<file path="config.mk">
export PLATFORM = sky130hd
export DESIGN_NAME = wb_dma_copy
export DESIGN_NICKNAME = d
export VERILOG_FILES = /design/src/rtl/wb_dma_copy.sv
export SDC_FILE = /design/constraint.sdc
export NUM_CORES = 1
export LEC_CHECK = 0
export ABC_AREA = 1
export BUFFER_PORTS_ARGS = -buffer_cell sky130_fd_sc_hd__buf_2
export CORE_ASPECT_RATIO = 0.6
export CORE_MARGIN = 3
export CORE_UTILIZATION = 40
export DETAILED_ROUTE_END_ITERATION = 10
export SLEW_MARGIN = 25
export SYNTH_ARGS = -nofsm -noshare
export SYNTH_HDL_FRONTEND = slang
export SYNTH_SLANG_ARGS = --single-unit
</file>
<file path="constraint.sdc">
create_clock -name i_clk -period 2.2 [get_ports i_clk]
set_input_delay 0.33 -clock i_clk [delete_from_list [all_inputs] [get_ports i_clk]]
set_output_delay 0.33 -clock i_clk [all_outputs]
set_load 0.01 [all_outputs]
</file>
<file path="src/rtl/wb_dma_copy.sv">
// Pipelined-Wishbone block copier: reads one word, writes it back out, and releases
// the bus for one cycle between words. Define WB_DMA_TIMEOUT_EN to abort stuck accesses.
module wb_dma_copy #(
    parameter int AW      = 30,
    parameter int LEN_W   = 16,
    parameter int TIMEOUT = 255
) (
    input  logic             i_clk,
    input  logic             i_resetn,
    input  logic             i_start,
    input  logic [AW-1:0]    i_src,
    input  logic [AW-1:0]    i_dst,
    input  logic [LEN_W-1:0] i_len,
    output logic             o_busy,
    output logic             o_done,
    output logic             o_err,
    output logic             wb_cyc,
    output logic             wb_stb,
    output logic             wb_we,
    output logic [AW-1:0]    wb_addr,
    output logic [31:0]      wb_mosi,
    output logic [3:0]       wb_sel,
    input  logic             wb_ack,
    input  logic             wb_stall,
    input  logic             wb_err,
    input  logic [31:0]      wb_miso
);

    typedef enum logic [2:0] {
        S_IDLE, S_RD_REQ, S_RD_WAIT, S_WR_REQ, S_WR_WAIT, S_GAP, S_DONE
    } state_t;

    state_t           state, state_nxt;
    logic [AW-1:0]    src_ptr, dst_ptr;
    logic [LEN_W-1:0] remaining;
    logic [31:0]      data_buf;
    logic             load, capture, advance, abort, bus_err;

`ifdef WB_DMA_TIMEOUT_EN
    localparam int TW = ($clog2(TIMEOUT + 1) > 8) ? $clog2(TIMEOUT + 1) : 8;
    logic [TW-1:0] tmo_cnt;
    logic          enter_req, in_bus;

    assign enter_req = (state_nxt == S_RD_REQ || state_nxt == S_WR_REQ) && (state_nxt != state);
    assign in_bus    = wb_cyc;
    // A late ack on the final cycle still completes the access normally.
    assign bus_err   = wb_err || ((tmo_cnt == TW'(TIMEOUT - 1)) && !wb_ack);

    always_ff @(posedge i_clk or negedge i_resetn) begin
        if (!i_resetn)      tmo_cnt <= '0;
        else if (enter_req) tmo_cnt <= '0;
        else if (in_bus)    tmo_cnt <= tmo_cnt + TW'(1);
    end
`else
    assign bus_err = wb_err;
`endif

    always_comb begin
        // NOTE: every always_comb output gets a default first, so no path can infer a latch.
        state_nxt = state;
        load      = 1'b0;
        capture   = 1'b0;
        advance   = 1'b0;
        abort     = 1'b0;
        unique case (state)
            S_IDLE: if (i_start) begin
                load      = 1'b1;
                state_nxt = (i_len == '0) ? S_DONE : S_RD_REQ;
            end
            S_RD_REQ: begin
                if (bus_err) abort = 1'b1;
                else if (!wb_stall) begin
                    // An ack in the accepting cycle is the response itself.
                    capture   = wb_ack;
                    state_nxt = wb_ack ? S_WR_REQ : S_RD_WAIT;
                end
            end
            S_RD_WAIT: begin
                if (bus_err) abort = 1'b1;
                else if (wb_ack) begin
                    capture   = 1'b1;
                    state_nxt = S_WR_REQ;
                end
            end
            S_WR_REQ: begin
                if (bus_err) abort = 1'b1;
                else if (!wb_stall) begin
                    advance   = wb_ack;
                    state_nxt = wb_ack ? S_GAP : S_WR_WAIT;
                end
            end
            S_WR_WAIT: begin
                if (bus_err) abort = 1'b1;
                else if (wb_ack) begin
                    advance   = 1'b1;
                    state_nxt = S_GAP;
                end
            end
            S_GAP:   state_nxt = (remaining != '0) ? S_RD_REQ : S_DONE;
            S_DONE:  state_nxt = S_IDLE;
            default: state_nxt = S_IDLE;
        endcase
        if (abort) state_nxt = S_DONE;
    end

    always_ff @(posedge i_clk or negedge i_resetn) begin
        if (!i_resetn) begin
            state     <= S_IDLE;
            src_ptr   <= '0;
            dst_ptr   <= '0;
            remaining <= '0;
            data_buf  <= '0;
            o_err     <= 1'b0;
        end else begin
            // NOTE: non-blocking assignments keep every register update on the same edge.
            state <= state_nxt;
            if (load) begin
                src_ptr   <= i_src;
                dst_ptr   <= i_dst;
                remaining <= i_len;
                o_err     <= 1'b0;
            end
            if (capture) data_buf <= wb_miso;
            if (advance) begin
                src_ptr   <= src_ptr + AW'(1);
                dst_ptr   <= dst_ptr + AW'(1);
                remaining <= remaining - LEN_W'(1);
            end
            if (abort) o_err <= 1'b1;
        end
    end

    // Bus outputs decode straight from state so reset drops cyc/stb immediately.
    assign wb_cyc  = (state == S_RD_REQ) || (state == S_RD_WAIT) ||
                     (state == S_WR_REQ) || (state == S_WR_WAIT);
    assign wb_stb  = (state == S_RD_REQ) || (state == S_WR_REQ);
    assign wb_we   = (state == S_WR_REQ);
    assign wb_addr = (state == S_RD_REQ) ? src_ptr :
                     (state == S_WR_REQ) ? dst_ptr : '0;
    assign wb_mosi = (state == S_WR_REQ) ? data_buf : '0;
    assign wb_sel  = 4'hF;
    assign o_busy  = (state != S_IDLE) && (state != S_DONE);
    assign o_done  = (state == S_DONE);

endmodule
</file>
==> After elaboration in Yosys (flattened, before gate mapping) <==
Cells that the tools add are included.
{ "classes": {"n_addsub": 3, "n_eq_ne": 16, "muxes": 36, "reduce_logical": 13} }
{ "op_table": {"columns": ["operator", "n"], "rows": [
  ["$mux 30", 6],
  ["$add 30x1->30 const B", 2],
  ["$mux 3", 12],
  ["$mux 16", 2],
  ["$mux 32", 1],
  ["$ne 3x3->1 const B", 8],
  ["$pmux 3 s6", 1],
  ["$logic_not 16->1", 1],
  ["$reduce_bool 16->1", 1],
  ["$sub 16x1->16 const B", 1],
  ["$mux 1", 12],
  ["$eq 3x3->1 const B", 3],
  ["$reduce_and 9->1", 1],
  ["$eq 3x2->1 const B", 2],
  ["$ne 3x2->1 const B", 2],
  ["$logic_or 1x1->1", 4],
  ["$pmux 1 s2", 2],
  ["$reduce_bool 2->1", 2],
  ["$reduce_or 4->1", 1],
  ["$eq 3x1->1 const B", 1],
  ["$logic_not 3->1", 1],
  ["$reduce_bool 3->1", 1],
  ["$logic_and 1x1->1", 1]
]} }
{ "word_totals": {"register_bits": 112, "inputBits": 114, "out_inout_bits": 72, "elab_cells": 74} }

==> Longest topological paths before layout <==
Gate-level depths: netlist of run 1.
{ "logic_depth": {"ltp_word": 5, "mapped_depth": 11, "ltp_nobuf": 10} }

==> Least setup slack after synthesis of run 1 <==
Ideal clock, no wire load.
{ "synth_path": {"path_type": "register -> output", "startpoint": "reg state[2]", "endpoint": "out wb_addr[5]", "arrival_ps": 1422, "setup_slack_ps": 448, "stages_incl_launch_ff": 7, "path_buffers": 1, "cell_sequence": "dfrtp_1 -> inv_2 -> nand2_2 -> nor2_4 -> clkinv_1 -> clkbuf_1 -> o21ai_0"} }
{ "synth_between": {"elab_chain_len": 3} }
{ "synth_rtl": {"columns": ["item", "line_no", "rtl"], "rows": [
  ["from (decl)", "33", "state_t state, state_nxt;"],
  ["from (signal assigned)", "116", "state <= state_nxt;"],
  ["$eq 3x2->1", null, null],
  ["net wb_we", "19", "output logic wb_we,"],
  ["$mux 30", "139", "(state == S_WR_REQ) ? dst_ptr : '0;"],
  ["$mux 30", "138", "assign wb_addr = (state == S_RD_REQ) ? src_ptr :"],
  ["to (decl)", "20", "output logic [AW-1:0] wb_addr,"]
]} }
The timed path passes the listed nets, and every way through them passes these cells.

==> Worst setup path after layout of run 1 <==
{ "layout_path": {"startpoint": "reg state[2]", "endpoint": "out wb_addr[18]"} }
{ "layout_between": {"elab_chain_len": 3} }
{ "layout_rtl": {"columns": ["item", "line_no"], "rows": [
  ["$eq 3x2->1", "139"],
  ["$mux 30", "139"],
  ["$mux 30 *", "138"]
]} }
Mark *: on every way between the ends. The rest lies on a longest branch, timed or not.

==> results of run 1 <==
==> worst max-delay path: stages, from the launching register on <==
cell	delay, ns
dfrtp_1	0.40
inv_2	0.10
nand2_2	0.09
inv_2	0.09
nand2_1	0.09
buf_12	0.18
o22ai_1	0.27
buf_2	0.19
==> Yosys cell counts, drive strengths merged <==
cell type and number:
clkinv 1, xor2 11, nand2 424, buf 38, dfrtp 112, and2 1
o21ai 71, clkbuf 9, or2 1, a22oi 2, a21oi 22, nand4 7
xnor2 1, o211ai 9, ha 3, o22ai 36, nor3 4, nand3 111
inv 134, nor2 230, a22o 1, nand3b 3, conb 1
==> flip-flops by register name, summed over array words and instances, names as in the netlist <==
name,cells
o_err,1
dst_ptr,30
remaining,16
state,3
src_ptr,30
data_buf,32
==> power breakdown <==
| part | internal (W) | switching, W | leakage [nW] |
|---|---|---|---|
| Clock | 0.000944 | 0.000811 | 0.148 |
| Sequential | 0.00308 | 0.000997 | 1.36 |
| Combinational | 0.00202 | 0.00379 | 3.12 |
| Total | 0.00604 | 0.00560 | 4.63 |
==> worst paths after layout <==
path | from | to | slack (ns) | cells after the start
setup / recovery | state[2]$_DFFE_PN0P_ | wb_addr[18] | 0.09 | 7
hold / removal | wb_miso[16] | data_buf[16]$_DFFE_PN0P_ | 0.17 | 3
setup reg to reg | state[0]$_DFFE_PN0P_ | src_ptr[9]$_DFFE_PN0P_ | 0.14 | 10
hold reg to reg | o_err$_DFFE_PN0P_ | o_err$_DFFE_PN0P_ | 0.50 | 2
max in group asynchronous | i_resetn | src_ptr[24]$_DFFE_PN0P_ | 1.07 | 3
min in group asynchronous | i_resetn | remaining[5]$_DFFE_PN0P_ | 0.45 | 2
==> kinds of logic after synthesis <==
logic type | synth area share (%)
and+or+nand+nor | 40.8
buffers and inverters | 10.6
AOI/OAI and AO/OA | 10.4
DFF | 36.4
xor gates and xnor gates | 1.36
adders and majority gates | 0.487
other | 0.0487
==> per-layer routing <==
layer | wire length, um | GRT usage, % | vias to the layer above
li1 | - | - | 4223
met1 | 13900 | 42.7 | 3896
met2 | 11000 | 35.2 | 333
met3 | 2530 | 4.94 | 15
met4 | 163 | 3.35 | 0
met5 | 0 | 0 | -
==> final cells by class <==
cell class,count,area (um2)
clock buffer,11,253
multi-input combinational,942,4140
inverter,135,509
fill,2019,9200
clock inverter,5,55.1
tap,240,300
timing repair buffer,208,1240
sequential,112,2800
==> what timing repair did <==
item                       in CTS  in global routing
hold buffers                    1                  0
gates resized for setup         1                  7
setup endpoints to repair       1                 56
gates cloned                    0                  2
hold endpoints to repair       27                  0
pin swaps                       0                  1
==> stage by stage <==
stage,hold slack (ns),TNS [ns],worst slack (ns),util (%)
after floorplan,0.0344,0,0.448,-
after global placement,0.312,0,0.133,48.2
after detailed placement,0.312,0,0.0395,48.2
after CTS,0.163,0,0.0107,49.9
after global routing,0.181,-0.0266,-0.0266,50.3
final,0.174,0,0.0858,50.3
==> reports/results.ini, run 1 <==
[timing]
final.setup_skew_ns = 0.0124
finalHoldViolations = 0
finalSetupViolations = 0
fin_crit_ns = 2.11
worst_pin_slew_ns = 0.925
min_period_over_period_pct = 96.1
slew_violations = 0
fmax_mhz = 473
rsz0062_at_grt = yes
slew_headroom_pct = 38.2

[final_layout]
final_area_um2 = 9300
final_cell_mix = nand2_1, nor2_1, buf_2
fin_cells = 1653
area_growth_pct = 20.6
n_antenna_cell = 0
nNetsFinal = 1525
final_common_cell = nand2_1
drive_above_1_share_pct = 17.5

[floorplan]
die_w_um = 185
dieArea_um2 = 21000
core_um2 = 18500
die_h_um = 114
initial_core_util_pct = 41.7
rows = 38
pin_count = 186

[synth]
yosys.area.top_type = dfrtp_1
netlist_area_um2 = 7710
synth_top_area_share_pct = 36.4
ys_types = 32
ys_seq_elements = 112
synth_cells = 1232
syn_area_per_cell_um2 = 6.26
ys_top_cells_by_area = dfrtp_1, nand2_1, nor2_1, nand3_1, inv_1
ys_seq_area_share_pct = 36.4
yosysWarnings = 0

[clock_network]
cts_tree = done
clock_sinks = 112
clock_latency_ns = 0.37
cts_max_path_buffers = 2
path_clk_slew_ns = 0.08
root_buffer = clkbuf_16
cts_setup_buffers = 0
cts_buffers = 9
htreeDepth = 3

[routing]
ant_nets = 0
vias = 8467
wl_per_cell_um = 16.7
drt-pass1-iter-count = 5
drt_iter0_drc = 850
route.detailed.drc = 0
wl_um = 27500
vias_per_cell = 5.12

[worst_setup_path]
cp_max_fo = 30
worstPathArrival_ns = 1.78
path_class = reg -> out
end_kind = output port
required_ns = 1.87
startpoint_type = flop

[placed_design]
gp_congestion = 0.964
portBuffers = 181
placed_area_um2 = 8910
placedCellCount = 1634
dp.final_hpwl_um = 21100

[global_routing]
antenna_found_initial = 0
grt_pass1_vias = 7723
grt_usage_pct = 25.9
grt_overflow = 0
grt_pass1_wl_um = 42700
grt_max_degree = 65

[min_path]
worstHoldPathType = in -> reg

[power_and_ir_drop]
p_per_area_nw_per_um2 = 1250
ir_worst_vdd_v = 0.000584
total_power_w = 0.0116
p_leak_nw = 4.63

[flow_run]
maxCapViolations = 0

[outcome]
status = finished, final reports clean

Note: power is estimated with default switching activity, not from simulation.
==> run 2: changes to the inputs <==
- clock period: 2.2 -> 2.5 ns (I/O delays scaled with it)
==> reports/results.ini, run 2 (synthesis results as in run 1) <==
[outcome]
status = finished, final reports clean

[worst_setup_path]
required_ns = 2.12
path_class = reg -> out
startpoint_type = flop
cp_max_fo = 28
end_kind = output port
worstPathArrival_ns = 1.93
worstRegToRegCells = 10

[global_routing]
met1_usage_pct = 41.1
top_usage_layer = met1
grt_usage_pct = 26.0
met2_usage_pct = 35.5
antenna_found_initial = 0
grt_pass1_vias = 7716
grt_pass1_wl_um = 42700
grt_max_degree = 103
grt_use_met3_pct = 6.88
grt_overflow = 0

[power_and_ir_drop]
p_leak_nw = 4.56
ir_worst_vdd_v = 0.000484
p_per_area_nw_per_um2 = 1090

[placed_design]
portBuffers = 181
dp.final_hpwl_um = 20800
placed_area_um2 = 8830
pre_cts_ws_ns = -0.00239
gp_congestion = 0.973

[final_layout]
drive_above_1_share_pct = 16.8
n_antenna_cell = 0
final_common_cell = nand2_1
max_flop_register = data_buf
area_growth_pct = 18.8
reg_top3 = data_buf (32), dst_ptr (30), src_ptr (30)
final_area_um2 = 9150
final_cell_mix = nand2_1, nor2_1, buf_2
largest_reg_flops = 32
nNetsFinal = 1521

[routing]
drt_iter0_drc = 832
route.detailed.drc = 0
wl_um = 27600
drt-pass1-iter-count = 5
vias = 8525
vias_per_cell = 5.18
wl_per_cell_um = 16.7
ant_nets = 0

[clock_network]
htreeDepth = 3
cts_buffers = 9
root_buffer = clkbuf_16
cts_max_path_buffers = 2
clock_sinks = 112
path_clk_slew_ns = 0.07
cts_tree = done
clock_latency_ns = 0.36

[timing]
min_period_over_period_pct = 92.1
final.setup_skew_ns = 0.0110
fin_ws_ns = 0.199
fin_crit_ns = 2.30
worst_pin_slew_ns = 0.665
slew_headroom_pct = 55.6
finalHoldViolations = 0
fmax_mhz = 435
finalSetupViolations = 0
rsz0062_at_grt = no
slew_violations = 0

[floorplan]
initial_core_util_pct = 41.7
pin_count = 186
core_um2 = 18500
die_h_um = 114
rows = 38
die_w_um = 185
dieArea_um2 = 21000

[min_path]
holdPathStages = 3
worstHoldPathType = in -> reg

[flow_run]
maxCapViolations = 0

run 2: final timing paths:
| path | slack, ns | end | start |
|---|---|---|---|
| worst min register to register | 0.49 | o_err$_DFFE_PN0P_ | o_err$_DFFE_PN0P_ |
| worst max-delay path | 0.20 | wb_addr[12] | state[0]$_DFFE_PN0P_ |
| max in group asynchronous | 1.24 | dst_ptr[12]$_DFFE_PN0P_ | i_resetn |
| min in group asynchronous | 0.53 | remaining[0]$_DFFE_PN0P_ | i_resetn |
| worst min-delay path | 0.23 | data_buf[19]$_DFFE_PN0P_ | wb_miso[19] |
| worst max register to register | 0.22 | src_ptr[9]$_DFFE_PN0P_ | state[0]$_DFFE_PN0P_ |
run 2: per-layer routing:
| metal | wire length [um] | up-vias |
|---|---|---|
| met1 | 13700 | 3958 |
| met5 | 0 | - |
| met3 | 2580 | 17 |
| met2 | 11100 | 326 |
| met4 | 253 | 0 |
| li1 | - | 4224 |
run 2: stage by stage:
step | instances | total power (W) | hold WS [ns] | util (%) | TNS, ns
after detailed placement | 1630 | 0.00844 | 0.388 | 47.8 | -0.00239
after CTS | 1646 | 0.00986 | 0.221 | 49.2 | 0
final | 1647 | 0.00995 | 0.230 | 49.5 | 0
after global routing | 1647 | 0.0108 | 0.222 | 49.5 | 0
after global placement | 1630 | 0.00838 | 0.383 | 47.8 | 0
after floorplan | 1235 | 0.00668 | 0.0794 | - | 0
run 2: cell type report:
class,count,area [um2]
Clock buffer,13,250
Tap cell,240,300
Fill cell,1973,9340
Sequential cell,112,2800
Multi-Input combinational cell,942,4130
Clock inverter,1,5.00
Inverter,135,509
Timing Repair Buffer,204,1160
run 2: what timing repair did:
action | CTS | global route
hold buffers | 1 | 0
gates cloned | 1 | 1
pin swaps | 1 | 0
setup endpoints to repair | 1 | 55
hold endpoints to repair | 1 | 0
buffers inserted | 0 | 0
resized for setup | 0 | 5
run 2: critical path, stage by stage, from the launching register on:
cell     delay, ns
dfrtp_1       0.43
nand2_2       0.15
nor2_4        0.04
buf_4         0.16
inv_4         0.23
buf_4         0.30
o22ai_1       0.09
buf_2         0.15
run 2: report_power, final:
group          leakage, nW  internal [W]  switching [W]
Clock                0.126      0.000695       0.000664
Combinational         3.07       0.00170        0.00329
Sequential            1.36       0.00271       0.000896
Total                 4.56       0.00510        0.00485
==> run 3: changes to the inputs <==
- ABC_AREA: 1 -> 0
==> reports/results.ini, run 3 <==
[clock_network]
cts_tree = done
clock_latency_ns = 0.35
cts_buffers = 9
htreeDepth = 3
clock_sinks = 112
cts_setup_buffers = 0
cts_max_path_buffers = 2
root_buffer = clkbuf_16
path_clk_slew_ns = 0.08

[synth]
synth_compound_area_share_pct = 17.5
yosys.area_share.simple_pct = 24.6
synth_most_common_cell = dfrtp_1
synth_top_area_share_pct = 42.6
yosys.area.top_type = dfrtp_1
synth_top_family_by_area = simple AND/OR/NAND/NOR gates
ys_top_cells_by_area = dfrtp_1, mux2_2, and3_1, nor2_1, mux2i_1
ys_seq_elements = 112
ys_types = 61
synth-adder-area-share_pct = 0.571
ys.flop_type = dfrtp_1
netlist_area_um2 = 6580
yosysWarnings = 0
synth_cells = 728
async_flop_share_pct = 100
synth_edf_count = 0
synthMuxAreaShare_pct = 10.4
synthXorXnorAreaFrac_pct = 0
syn_area_per_cell_um2 = 9.04
ys_seq_area_share_pct = 42.6
synth_common_cells = dfrtp_1, nor2_1, nand2_1

[global_routing]
met2_usage_pct = 32.1
top_usage_layer = met1
met1_usage_pct = 35.1
grt_max_degree = 54
antenna_found_initial = 0
grt_use_met3_pct = 4.65
grt_usage_pct = 22.4
grt_overflow = 0
grt_pass1_vias = 6120
grt_pass1_wl_um = 32700

[worst_setup_path]
crit_slowest_cell = nor4_2
worstPathArrival_ns = 2.57
end_kind = flop
ff2ff_setup_slack_ns = 0.16
cp_top_family = simple AND/OR/NAND/NOR gates
path_cells = nor3b_2, o21ai_2, nor4_2, a21oi_1, a211o_1
path_class = reg -> reg
cpPeakStageDelay_ns = 0.64
cp_max_fo = 18
startpoint_type = flop
required_ns = 2.73
cp_num_buf_inv = 0

[final_layout]
drive_above_1_share_pct = 30.1
area_growth_pct = 23.8
n_antenna_cell = 0
max_flop_register = data_buf
largest_reg_flops = 32
nNetsFinal = 1015
final_cell_mix = buf_2, dfrtp_1, nor2_1
reg_top3 = data_buf (32), dst_ptr (30), src_ptr (30)
final_common_cell = buf_2
fill_cells = 1479
fin_cells = 1106
final_area_um2 = 8140

[timing]
finalHoldViolations = 0
slew_violations = 0
final.setup_skew_ns = 0.00823
rsz0062_at_grt = no
fmax_mhz = 427
slew_headroom_pct = 49.5
worst_pin_slew_ns = 0.758
setup-tns-final_ns = 0
min_period_over_period_pct = 93.7
finalSetupViolations = 0
fin_crit_ns = 2.34

[power_and_ir_drop]
switchingPower_w = 0.00376
p_int_w = 0.00540
total_power_w = 0.00916
comb_power_share_pct = 42.9
p_seq_share_pct = 39.5
p_sw_share_pct = 41.1
p_per_area_nw_per_um2 = 1120
clkPwrFrac_pct = 17.7
ir_worst_vdd_v = 0.000416
p_leak_nw = 3.85

[floorplan]
dieArea_um2 = 18100
initial_core_util_pct = 41.8
die_h_um = 105
core_um2 = 15700
pin_count = 186
rows = 35
die_w_um = 172

[routing]
wl_per_cell_um = 18.8
ant_nets = 0
route.detailed.drc = 0
drt_iter0_drc = 517
wl_um = 20800
vias_per_cell = 5.87
vias = 6493
drt-pass1-iter-count = 5

[placed_design]
dp.final_hpwl_um = 15200
placedCellCount = 1090
placed_area_um2 = 7810
gp_congestion = 0.871
portBuffers = 181

[outcome]
status = finished, final reports clean

[min_path]
worstHoldPathType = in -> async

[flow_run]
maxCapViolations = 0

-- run 3: cell types whose count changed after synthesis, moves of 24 or more --
cell and delta:
o22ai_1 -29, clkbuf_1 +33, nand3_1 -80, mux2i_1 +31, mux2_2 +33, a211oi_1 +24
nor2_1 -143, nand2_1 -353, o21ai_1 -43, inv_1 -113, and3_1 +51
-- run 3: what timing repair did --
item | 4_1_cts | 5_1_grt
hold endpoints to repair | 0 | 0
setup endpoints to repair | 0 | 5
resized for setup | 0 | 1
hold buffers | 0 | 0
-- run 3: layout make-up --
class | count | area (um2) | share of cell area, %
Tap cell | 203 | 254 | 3.12
Clock inverter | 4 | 76.3 | 0.937
Timing Repair Buffer | 211 | 1190 | 14.6
Sequential cell | 112 | 2800 | 34.4
Multi-Input combinational cell | 549 | 3510 | 43.1
Clock buffer | 12 | 256 | 3.15
Inverter | 15 | 56.3 | 0.691
-- run 3: worst reg2reg max path, stage by stage, from the launching register on --
cell     delay, ns
dfrtp_2       0.52
nor3b_2       0.39
o21ai_2       0.28
nor4_2        0.65
a21oi_1       0.14
a211o_1       0.25
-- run 3: kinds of logic after synthesis --
logic type	Yosys count
and+or+nand+nor	319
AOI/OAI and AO/OA	159
DFF	112
buffers and inverters	70
muxes	64
adders and majority gates	3
other	1
-- run 3: stage by stage --
stage | hold WS, ns | util, % | worst slack [ns]
5_1_grt | 0.138 | 51.8 | 0.00784
3_5_place_dp | 0.482 | 49.7 | 0.179
4_1_cts | 0.105 | 51.8 | 0.0918
6_report | 0.0884 | 51.8 | 0.159
2_1_floorplan | 0.0794 | - | 0.276
3_3_place_gp | 0.469 | 49.7 | 0.179
-- run 3: final timing paths --
check                                         from                  endpoint  cells past startpoint
max                           state[1]$_DFFE_PN0P_   dst_ptr[21]$_DFFE_PN0P_                      5
min                                       i_resetn   src_ptr[15]$_DFFE_PN0P_                      1
max reg2reg                   state[1]$_DFFE_PN0P_   dst_ptr[21]$_DFFE_PN0P_                      5
min reg2reg                data_buf[8]$_DFFE_PN0P_   data_buf[8]$_DFFE_PN0P_                      1
max in group asynchronous                 i_resetn  data_buf[31]$_DFFE_PN0P_                      2
min in group i_clk                       i_src[18]   src_ptr[18]$_DFFE_PN0P_                      3
-- run 3: per-layer routing --
| layer | up-vias | share of wire [%] | wire length, um |
|---|---|---|---|
| li1 | 3051 | - | - |
| met2 | 290 | 42 | 8760 |
| met3 | 23 | 8.8 | 1840 |
| met1 | 3129 | 48 | 9980 |
| met4 | 0 | 1.2 | 249 |
| met5 | - | 0 | 0 |
-- run 3: power by group through the flow --
stage / Clock [W] / Combinational [W] / Sequential [W]
after CTS: 0.00166 / 0.00392 / 0.00358
after global placement: 0 / 0.00381 / 0.00356
final: 0.00162 / 0.00393 / 0.00361
after floorplan: 0 / 0.00283 / 0.00328
after detailed placement: 0 / 0.00390 / 0.00362
after global routing: 0.00171 / 0.00437 / 0.00376
